## src/rtl/lag_glyph_pkg.sv

```systemverilog
// Shared types and constants for the lag readout glyph sequencer.
// Field byte bases place each 5-digit readout, with a decimal-point gap, in the 35-byte line.
package lag_glyph_pkg;

    typedef enum logic [1:0] {
        ST_IDLE,
        ST_CHECK,
        ST_ISSUE,
        ST_DRAIN
    } state_t;

    localparam int          DIGITS           = 5;
    localparam int          NUM_FIELDS       = 4;
    localparam logic [19:0] BCD_MAX_SENTINEL = 20'h99999;

    localparam logic [5:0] FIELD_BASE_0 = 6'd24;
    localparam logic [5:0] FIELD_BASE_1 = 6'd17;
    localparam logic [5:0] FIELD_BASE_2 = 6'd10;
    localparam logic [5:0] FIELD_BASE_3 = 6'd3;

    // Digits 2..4 shift up one byte to leave the decimal point untouched.
    function automatic logic [5:0] byte_index(input logic [1:0] field, input logic [2:0] digit);
        logic [5:0] fb;
        case (field)
            2'd0:    fb = FIELD_BASE_0;
            2'd1:    fb = FIELD_BASE_1;
            2'd2:    fb = FIELD_BASE_2;
            default: fb = FIELD_BASE_3;
        endcase
        return fb + {3'b000, digit} + ((digit >= 3'd2) ? 6'd1 : 6'd0);
    endfunction

endpackage

```

## src/rtl/lag_glyph_sequencer_tag_pipe.sv

```systemverilog
// Fixed-depth valid+tag shift register matching the ROM read latency.
// Latency DEPTH cycles; no backpressure, one entry accepted per cycle.
module lag_glyph_tag_pipe #(
    parameter int DEPTH = 2
) (
    input  logic       i_clock,
    input  logic       i_reset_n,
    input  logic       i_vld,
    input  logic [5:0] i_tag,
    output logic       o_vld,
    output logic [5:0] o_tag,
    output logic       o_empty
);

    logic [DEPTH-1:0] r_vld;
    logic [5:0]       r_tag [DEPTH];

    always_ff @(posedge i_clock or negedge i_reset_n) begin
        if (!i_reset_n) begin
            r_vld <= '0;
            for (int i = 0; i < DEPTH; i++) r_tag[i] <= '0;
        end else begin
            r_vld[0] <= i_vld;
            r_tag[0] <= i_tag;
            for (int i = 1; i < DEPTH; i++) begin
                r_vld[i] <= r_vld[i-1];
                r_tag[i] <= r_tag[i-1];
            end
        end
    end

    assign o_vld   = r_vld[DEPTH-1];
    assign o_tag   = r_tag[DEPTH-1];
    assign o_empty = ~|r_vld;

endmodule

```

## src/rtl/lag_glyph_sequencer.sv

```systemverilog
// Per-scanline glyph fetch sequencer: one ROM read per digit, bytes written back after ROM_LATENCY.
// Runs to completion once started; later starts are ignored until the done cycle.
module lag_glyph_sequencer
    import lag_glyph_pkg::*;
#(
    parameter int         ROM_LATENCY        = 2,
    parameter logic [7:0] CHAR_BASE          = 8'h30,
    parameter logic [3:0] ZERO_SENTINEL_MASK = 4'b0100
) (
    input  logic        i_clock,
    input  logic        i_reset_n,
    input  logic        i_start,
    input  logic [3:0]  i_row,
    input  logic [79:0] i_bcdcount,
    output logic        o_rom_rd,
    output logic [10:0] o_rom_addr,
    input  logic [7:0]  i_rom_q,
    output logic        o_wr_en,
    output logic [5:0]  o_wr_byte,
    output logic [7:0]  o_wr_data,
    output logic        o_busy,
    output logic        o_done,
    output logic [3:0]  o_skipped
);

    state_t      r_state, w_state_nxt;
    logic [1:0]  r_field;
    logic [2:0]  r_digit;
    logic [79:0] r_snap;
    logic [10:0] r_base;
    logic [3:0]  r_skipped;

    logic [19:0] w_field_val;
    logic [3:0]  w_digit_val;
    logic        w_invalid;
    logic        w_accept;
    logic        w_last_digit;
    logic        w_last_field;
    logic [11:0] w_base_full;
    logic        w_pipe_vld;
    logic [5:0]  w_pipe_tag;
    logic        w_pipe_empty;

    assign w_field_val  = r_snap[7'(r_field) * 7'd20 +: 20];
    assign w_digit_val  = w_field_val[{r_digit, 2'b00} +: 4];
    assign w_invalid    = ZERO_SENTINEL_MASK[r_field] ? (w_field_val == 20'h0)
                                                      : (w_field_val == BCD_MAX_SENTINEL);
    assign w_last_digit = (r_digit == 3'(DIGITS - 1));
    assign w_last_field = (r_field == 2'(NUM_FIELDS - 1));
    assign w_base_full  = {CHAR_BASE, 4'b0000} + {8'h00, i_row};
    assign w_accept     = i_start && !o_busy;

    always_ff @(posedge i_clock or negedge i_reset_n) begin
        if (!i_reset_n) r_state <= ST_IDLE;
        else            r_state <= w_state_nxt;
    end

    always_comb begin
        w_state_nxt = r_state;
        o_rom_rd    = 1'b0;
        o_done      = 1'b0;
        o_busy      = 1'b0;
        case (r_state)
            ST_IDLE: begin
                if (i_start) w_state_nxt = ST_CHECK;
            end
            ST_CHECK: begin
                o_busy = 1'b1;
                if (!w_invalid)       w_state_nxt = ST_ISSUE;
                else if (w_last_field) w_state_nxt = ST_DRAIN;
            end
            ST_ISSUE: begin
                o_busy   = 1'b1;
                o_rom_rd = 1'b1;
                if (w_last_digit) w_state_nxt = w_last_field ? ST_DRAIN : ST_CHECK;
            end
            ST_DRAIN: begin
                if (w_pipe_empty) begin
                    o_done      = 1'b1;
                    w_state_nxt = i_start ? ST_CHECK : ST_IDLE;
                end else begin
                    o_busy = 1'b1;
                end
            end
            default: w_state_nxt = ST_IDLE;
        endcase
    end

    always_ff @(posedge i_clock or negedge i_reset_n) begin
        if (!i_reset_n) begin
            r_field   <= '0;
            r_digit   <= '0;
            r_snap    <= '0;
            r_base    <= '0;
            r_skipped <= '0;
        end else if (w_accept) begin
            r_snap    <= i_bcdcount;
            r_base    <= w_base_full[10:0];
            r_skipped <= '0;
            r_field   <= '0;
            r_digit   <= '0;
        end else begin
            case (r_state)
                ST_CHECK: begin
                    r_digit <= '0;
                    if (w_invalid) begin
                        r_skipped[r_field] <= 1'b1;
                        r_field            <= r_field + 2'd1;
                    end
                end
                ST_ISSUE: begin
                    if (w_last_digit) begin
                        r_digit <= '0;
                        r_field <= r_field + 2'd1;
                    end else begin
                        r_digit <= r_digit + 3'd1;
                    end
                end
                default: ;
            endcase
        end
    end

    assign o_rom_addr = o_rom_rd ? (r_base + {3'b000, w_digit_val, 4'b0000}) : 11'h0;

    lag_glyph_tag_pipe #(
        .DEPTH (ROM_LATENCY)
    ) u_tag_pipe (
        .i_clock   (i_clock),
        .i_reset_n (i_reset_n),
        .i_vld     (o_rom_rd),
        .i_tag     (byte_index(r_field, r_digit)),
        .o_vld     (w_pipe_vld),
        .o_tag     (w_pipe_tag),
        .o_empty   (w_pipe_empty)
    );

    assign o_wr_en    = w_pipe_vld;
    assign o_wr_byte  = w_pipe_vld ? w_pipe_tag : 6'h0;
    assign o_wr_data  = w_pipe_vld ? i_rom_q : 8'h0;
    assign o_skipped  = r_skipped;

endmodule

```

## config.mk

```make
export PLATFORM = sky130hd
export DESIGN_NAME = lag_glyph_sequencer
export DESIGN_NICKNAME = d
export VERILOG_FILES = /design/src/rtl/lag_glyph_pkg.sv /design/src/rtl/lag_glyph_sequencer_tag_pipe.sv /design/src/rtl/lag_glyph_sequencer.sv
export SDC_FILE = /design/constraint.sdc
export NUM_CORES = 1
export LEC_CHECK = 0
export CORE_ASPECT_RATIO = 0.75
export CORE_MARGIN = 2
export CORE_UTILIZATION = 50
export CTS_CLUSTER_DIAMETER = 200
export DETAILED_ROUTE_END_ITERATION = 10
export PLACE_DENSITY = 0.8
export SYNTH_ARGS = -nofsm -noshare
export SYNTH_HDL_FRONTEND = slang
export SYNTH_HIERARCHICAL = 1
export SYNTH_SLANG_ARGS = --single-unit
```

## constraint.sdc

```tcl
create_clock -name i_clock -period 3.5 [get_ports i_clock]
set_clock_uncertainty 0.2 [all_clocks]
set_input_delay 0.35 -clock i_clock [delete_from_list [all_inputs] [get_ports i_clock]]
set_output_delay 0.35 -clock i_clock [all_outputs]
set_load 0.01 [all_outputs]
```

* Yosys cells after proc, flatten, opt, wreduce, memory -nomap -nowiden
Index checks and enable logic that the tools add are counted.
Cells by class: add/subtract/negate cells 6, multipliers 1, $lt $le $gt $ge 3, eq/ne operators 14, shift-type cells 2, mux-type cells 33, bitwise operators 1, reduce and logical (&&, ||, !) cells 14
Operators by type and width (count):
- $shiftx 80x8->20 | 1
- $eq 20x20->1 const B | 1
- $logic_not 20->1 | 1
- $shiftx 20x6->4 | 1
- $mux 2 | 9
- $pmux 5 s3 | 1
- $mux 4 | 3
- $add 10x4->11 const A | 1
- $add 11x8->11 | 1
- $mux 11 | 1
- $mux 1 | 9
- $ne 3x3->1 const B | 3
- $eq 2x2->1 const B | 4
- $mux 8 | 1
- $pmux 2 s4 | 1
- $add 6x1->6 | 1
- $add 6x3->6 | 1
- $mux 3 | 2
- $mux 6 | 1
- $ne 2x2->1 const B | 3
- $pmux 3 s2 | 1
- $mul 2x3->5 const B | 1
- $eq 2x1->1 const B | 2
- $logic_not 2->1 | 2
- 19 further kinds | 22
Storage, ports and cells: bits in registers 116, bits of input ports 95, output and inout bits 33

* Depth between registers and ports, before layout
depth in word-level cells 8, gate-level depth with buffers 10

* Modules after synthesis
The synthesis kept the hierarchy.
By module, submodules not included:
- lag_glyph_sequencer | instances 1, cells each 546, area each 5077.4 µm², sequential area each 2402.3 µm²
- lag_glyph_tag_pipe | instances 1, cells each 21, area each 399.1 µm², sequential area each 350.3 µm²

* Worst setup path before layout
Ideal clock, no wire load.
path kind flip-flop to flip-flop, from register r_field[0], to register r_state[1], data arrival time 2.594 ns, path slack 0.577 ns, stages on the path, launching flop included 11, path through dfrtp_1 > buf_6 > buf_12 > buf_12 > inv_1 > ha_1 > nand4b_1 > or3_2 > a2111oi_4 > mux2i_1 > a211oi_2
On the way: word-level cells in the longest chain between the ends 6, elaborated cells on any way between the ends 14
RTL lines:
- from (decl) | RTL line lag_glyph_sequencer.sv:27 | logic [1:0] r_field;
- from (signal assigned) | RTL line lag_glyph_sequencer.sv:108 | r_field <= r_field + 2'd1;
- from (signal assigned) | RTL line lag_glyph_sequencer.sv:114 | r_field <= r_field + 2'd1;
- $mul 2x3->5 | RTL line lag_glyph_sequencer.sv:44 | assign w_field_val = r_snap[7'(r_field) * 7'd20 +: 20];
- $shiftx 80x8->20 | RTL line lag_glyph_sequencer.sv:44
- $eq 20x20->1 / $logic_not 20->1 (equally long branches) | RTL line lag_glyph_sequencer.sv:47, lag_glyph_sequencer.sv:46
- $mux 1 | RTL line lag_glyph_sequencer.sv:46 | assign w_invalid = ZERO_SENTINEL_MASK[r_field] ? (w_field_val == 20'h0)
- $ne 3x3->1 (no source line) / $mux 2 (equally long branches)
- $reduce_and 4->1 (no source line) / $pmux 2 s4 (equally long branches)
- to (signal assigned) | RTL line lag_glyph_sequencer.sv:55 | else r_state <= w_state_nxt;
- to (decl) | RTL line lag_glyph_sequencer.sv:26 | state_t r_state, w_state_nxt;
Parallel ways exist; a longest one is shown, timed or not. The select of a mux whose other input is x is not followed. A chain may end at the register's enable or synchronous reset.

* Worst setup path after layout
from register r_field[0], to output o_rom_addr[4]
On the way: word-level cells in the longest chain between the ends 5
RTL lines:
- $mul 2x3->5 | RTL line lag_glyph_sequencer.sv:44
- $shiftx 80x8->20 | RTL line lag_glyph_sequencer.sv:44
- $shiftx 20x6->4 | RTL line lag_glyph_sequencer.sv:45 | assign w_digit_val = w_field_val[{r_digit, 2'b00} +: 4];
- $add 11x8->11 | RTL line lag_glyph_sequencer.sv:124 | assign o_rom_addr = o_rom_rd ? (r_base + {3'b000, w_digit_val, 4'b0000}) : 11'h0;
- $mux 11 | RTL line lag_glyph_sequencer.sv:124
- to (decl) | RTL line lag_glyph_sequencer.sv:16 | output logic [10:0] o_rom_addr,
No other way between the ends.

==> results by stage <==
STA:
- The number of hold violations in the final report was 0.
- The final period utilization is between 90% and 100%.
- Setup repair after global routing left no endpoint under its margin.
- Setup violations remaining at the end of the flow were counted as 0.
- The max-slew violation total from the final report is 0.
- The post-route setup TNS is 0 ns.
- In this run the tightest slew margin relative to its limit is between 50% and 60%.
- The worst-margin pin slew is approximately 0.68 ns.
- Counting I/O delays and the setup requirement, the final critical path takes approximately 3.3 ns.
- The maximum clock rate is 300 MHz.

Setup path:
- The largest delay contributor family on the critical path is multiplexers.
- The required time of the critical path is approximately 3 ns.
- The number of logic stages on the critical path including buffering is 6.
- The kind of end point of the critical path is a primary output.
- Among all stages on the critical path, the largest delay is contributed by mux4_2.
- The cell seen most often among critical-path stages is mux4_2.
- The arrival time of the worst setup path is 2.79 ns.
- The reg-to-reg startpoint is r_field[0]$_DFFE_PN0P_.
- Walking the worst path, the cells encountered are buf_8 > mux4_2 > mux4_2 > a22oi_1 > nor2b_1 > clkdlybuf4s50_1.
- The critical path class is reg2out.
- Tracing the worst setup path back leads to its startpoint at r_field[0]$_DFFE_PN0P_.
- STA classifies the critical path startpoint as a flip-flop.
- The count of cells along the worst register-to-register path is 7.
- The longest individual stage delay on the worst path is 0.58 ns.
- The maximum fanout encountered on the critical timing path is 18.
- The critical path contains buffers and inverters numbering 2 combined.

Placed design:
- The number of cells in the design after placement is ~800.
- Routability-driven placement finished with a final weighted congestion of between 0.9 and 1.
- The HPWL after detailed placement is about 9.5 mm.
- In this run the tool buffered the top-level ports with around 130 buffer cells.

Die:
- Pin placement for this block handled between 100 and 150 I/O pins.
- The floorplan step defined a die boundary enclosing around 12000 um2.
- The area of the core is 10800 um2.
- After floorplanning, the core was divided into 33 placement rows.
- The floorplan die width is about 120 um.
- Once the floorplan was initialized, standard cells occupied 50.6% of the core.
- The vertical die dimension is about 95 um.

Global route:
- The number of global-route vias before repair was approximately 4400.
- The total congestion overflow after global routing is 0.
- Entering global routing, the biggest net connects 74 pins.
- The initial antenna violation count is 0.
- For this run, the total global-route usage over all layers was measured as 23.3%.
- The first global-routing pass estimated roughly 22 mm of wire.

Synthesis:
- In the synthesized netlist the async set-or-reset flop fraction comes to 100%.
- In this run, synthesis produced a sequential element count of 110.
- The cell area that synthesis handed to floorplanning was around 5500 um2.
- The Yosys warning count is 6.
- The mean cell area of the mapped netlist is a little under 10 um2.
- The post-synth net total is about 680.
- The sequential fraction of the synthesis area is around 50%.
- The number of distinct library cells after synthesis is 51.
- The gate count of the mapped netlist is between 500 and 600.
- The most used flip-flop cell after synthesis is dfrtp_1.
- In this run, synthesis inferred 0 flip-flops with an integrated enable.

Clocking:
- The library cell used as clock root buffer is clkbuf_16.
- Clock tree synthesis inserted a total of 9 buffers.
- The clock tree from TritonCTS is built.
- In this run the deepest clock path goes through 2 buffers.
- Clock-pin slew was measured on the worst setup and hold paths at approximately 0.060 ns.
- For this design, the sink count on the clock tree is 110.
- Clock latency on the worst-skew pair, taken at its later pin, is about 0.34 ns.
- In this run the number of H-tree levels came out at 3.
- The number of setup buffers added after CTS is 0.

Power and ir drop:
- The leakage power summed over all cells is between 3 and 4 nW.
- The power density normalized to cell area is 869 nW/um2.
- IR analysis of the VDD net gives a maximum drop of ~0.37 mV.

Min path:
- The worst hold path depth is 0.
- The worst min-delay path startpoint is u_tag_pipe/r_tag[6]$_DFF_PN0_.
- The path type of the worst min-delay path is reg2reg.

Drt:
- The mean number of vias per cell is 5.21.
- Detailed routing inserted a total of approximately 4300 vias.
- The first detailed-routing pass took 4 iterations.
- Wires add up to roughly 13 mm.
- The iteration-0 DRC count of the detailed router is roughly 320.
- Once detail routing completed, the nets flagged for antenna violations numbered 0.
- After detailed routing, the average wire length per cell comes to 15.8 um.
- The DRC violation count after routing is 0.

Finish:
- The signed area change from the synthesized netlist to the final layout is 29.4%.
- The leading cell type in the layout, fill and taps excluded is nand2_1.
- The ratio of cells with drive above 1 in the final layout is slightly above 8%.
- Excluding fillers, the count of instances in the completed layout stands at slightly above 800.
- In the layout the commonest cells are nand2_1 (264), clkdlybuf4s50_1 (125), dfrtp_1 (109).
- The number of antenna diodes in the final layout is 0.
- The final layout contains 785 nets.

Flow run:
- The number of max-cap violations is 0.

Outcome:
- The flow ran to the end, and the final reports show no timing, DRC or antenna violations.
==> power by group <==
group	total (mW)	leakage [nW]	internal (mW)	switching, mW
clock	0.981	0.137	0.561	0.420
sequential	2.25	1.36	1.86	0.397
combinational	2.92	1.81	1.35	1.57
==> cell families after synthesis <==
group	Yosys count	synth area share, %
simple gates	339	26.8
flops	110	50.3
buf+inv	47	4.64
mux	28	10.8
compound gates	25	3.52
fa+ha+maj	14	3.47
xor+xnor	3	0.480
other cells	1	0.0685
==> cells in the mapped netlist (2+ instances only) <==
library cell | count | area (um2)
nand4_1 | 2 | 12.5
buf_1 | 3 | 11.3
ha_1 | 12 | 150
o21ai_0 | 2 | 10.0
nand4b_1 | 4 | 35.0
and2_1 | 21 | 131
xnor2_1 | 2 | 17.5
buf_4 | 10 | 75.1
inv_1 | 11 | 41.3
mux4_1 | 2 | 52.6
fa_1 | 2 | 40.0
a21boi_0 | 3 | 22.5
a211oi_1 | 2 | 15.0
nor2b_1 | 4 | 25.0
nor3_1 | 4 | 20.0
a21oi_1 | 6 | 30.0
a22oi_1 | 2 | 15.0
nand2_1 | 265 | 995
nor4_1 | 3 | 18.8
nand3_1 | 5 | 25.0
a21boi_1 | 2 | 15.0
nor2_1 | 17 | 63.8
dfrtp_1 | 110 | 2750
clkbuf_1 | 19 | 71.3
buf_12 | 2 | 40.0
nand2b_1 | 3 | 18.8
mux4_2 | 22 | 495
nor4b_2 | 2 | 30.0
mux2i_1 | 3 | 30.0
==> flip-flops by register name, indices dropped and copies added, names as in the netlist <==
name and count:
r_state 2, r_snap 80, u_tag_pipe/r_vld 2, o_skipped 4, u_tag_pipe/o_tag 6, r_base 5
r_digit 3, u_tag_pipe/r_tag 6, r_field 2
==> timing repair <==
action,in CTS,in global routing
resized for setup,0,2
hold buffers,1,0
hold endpoints to repair,42,0
endpoints found under the setup margin,0,2
==> layer usage <==
layer  routed length, um  up-vias  track usage, %
met5                   0        -               0
met4                  69        0            4.72
met3                 962        8            5.84
met2                6330      157            40.5
met1                5540     2050            30.4
li1                    -     2047               -
==> path summary, 6_finish.rpt <==
check | to | slack (ns)
setup / recovery | o_rom_addr[4] | 0.16
hold / removal | u_tag_pipe/o_tag[0]$_DFF_PN0_ | 0.15
setup reg to reg | r_state[1]$_DFFE_PN0P_ | 0.46
hold reg to reg | u_tag_pipe/o_tag[0]$_DFF_PN0_ | 0.15
max in group asynchronous | r_snap[68]$_DFFE_PN0P_ | 2.01
min in group asynchronous | r_snap[37]$_DFFE_PN0P_ | 0.34
==> stage by stage <==
step | area [um2] | util (%) | setup WS (ns) | hold slack, ns | power [mW]
6_report | 7080 | 65.5 | 0.163 | 0.147 | 6.16
5_1_grt | 7080 | 65.5 | 0.0228 | 0.159 | 6.62
4_1_cts | 7080 | 65.4 | 0.0251 | 0.149 | 6.19
3_5_place_dp | 6790 | 62.8 | 0.407 | 0.135 | 5.17
3_3_place_gp | 6790 | 62.8 | 0.460 | 0.133 | 5.04
2_1_floorplan | 5480 | - | 0.577 | -0.146 | 4.27
==> area by class of cell <==
class                   count  area, um2
multi-input cells         410       2470
clock inverters             2       35.0
flip-flops and latches    110       2750
well taps                 140        175
fillers                   837       3730
repair buffers            133       1360
inverters                  12       45.0
clock buffers              11        243
No activity file was read; power rests on OpenSTA's default activity.
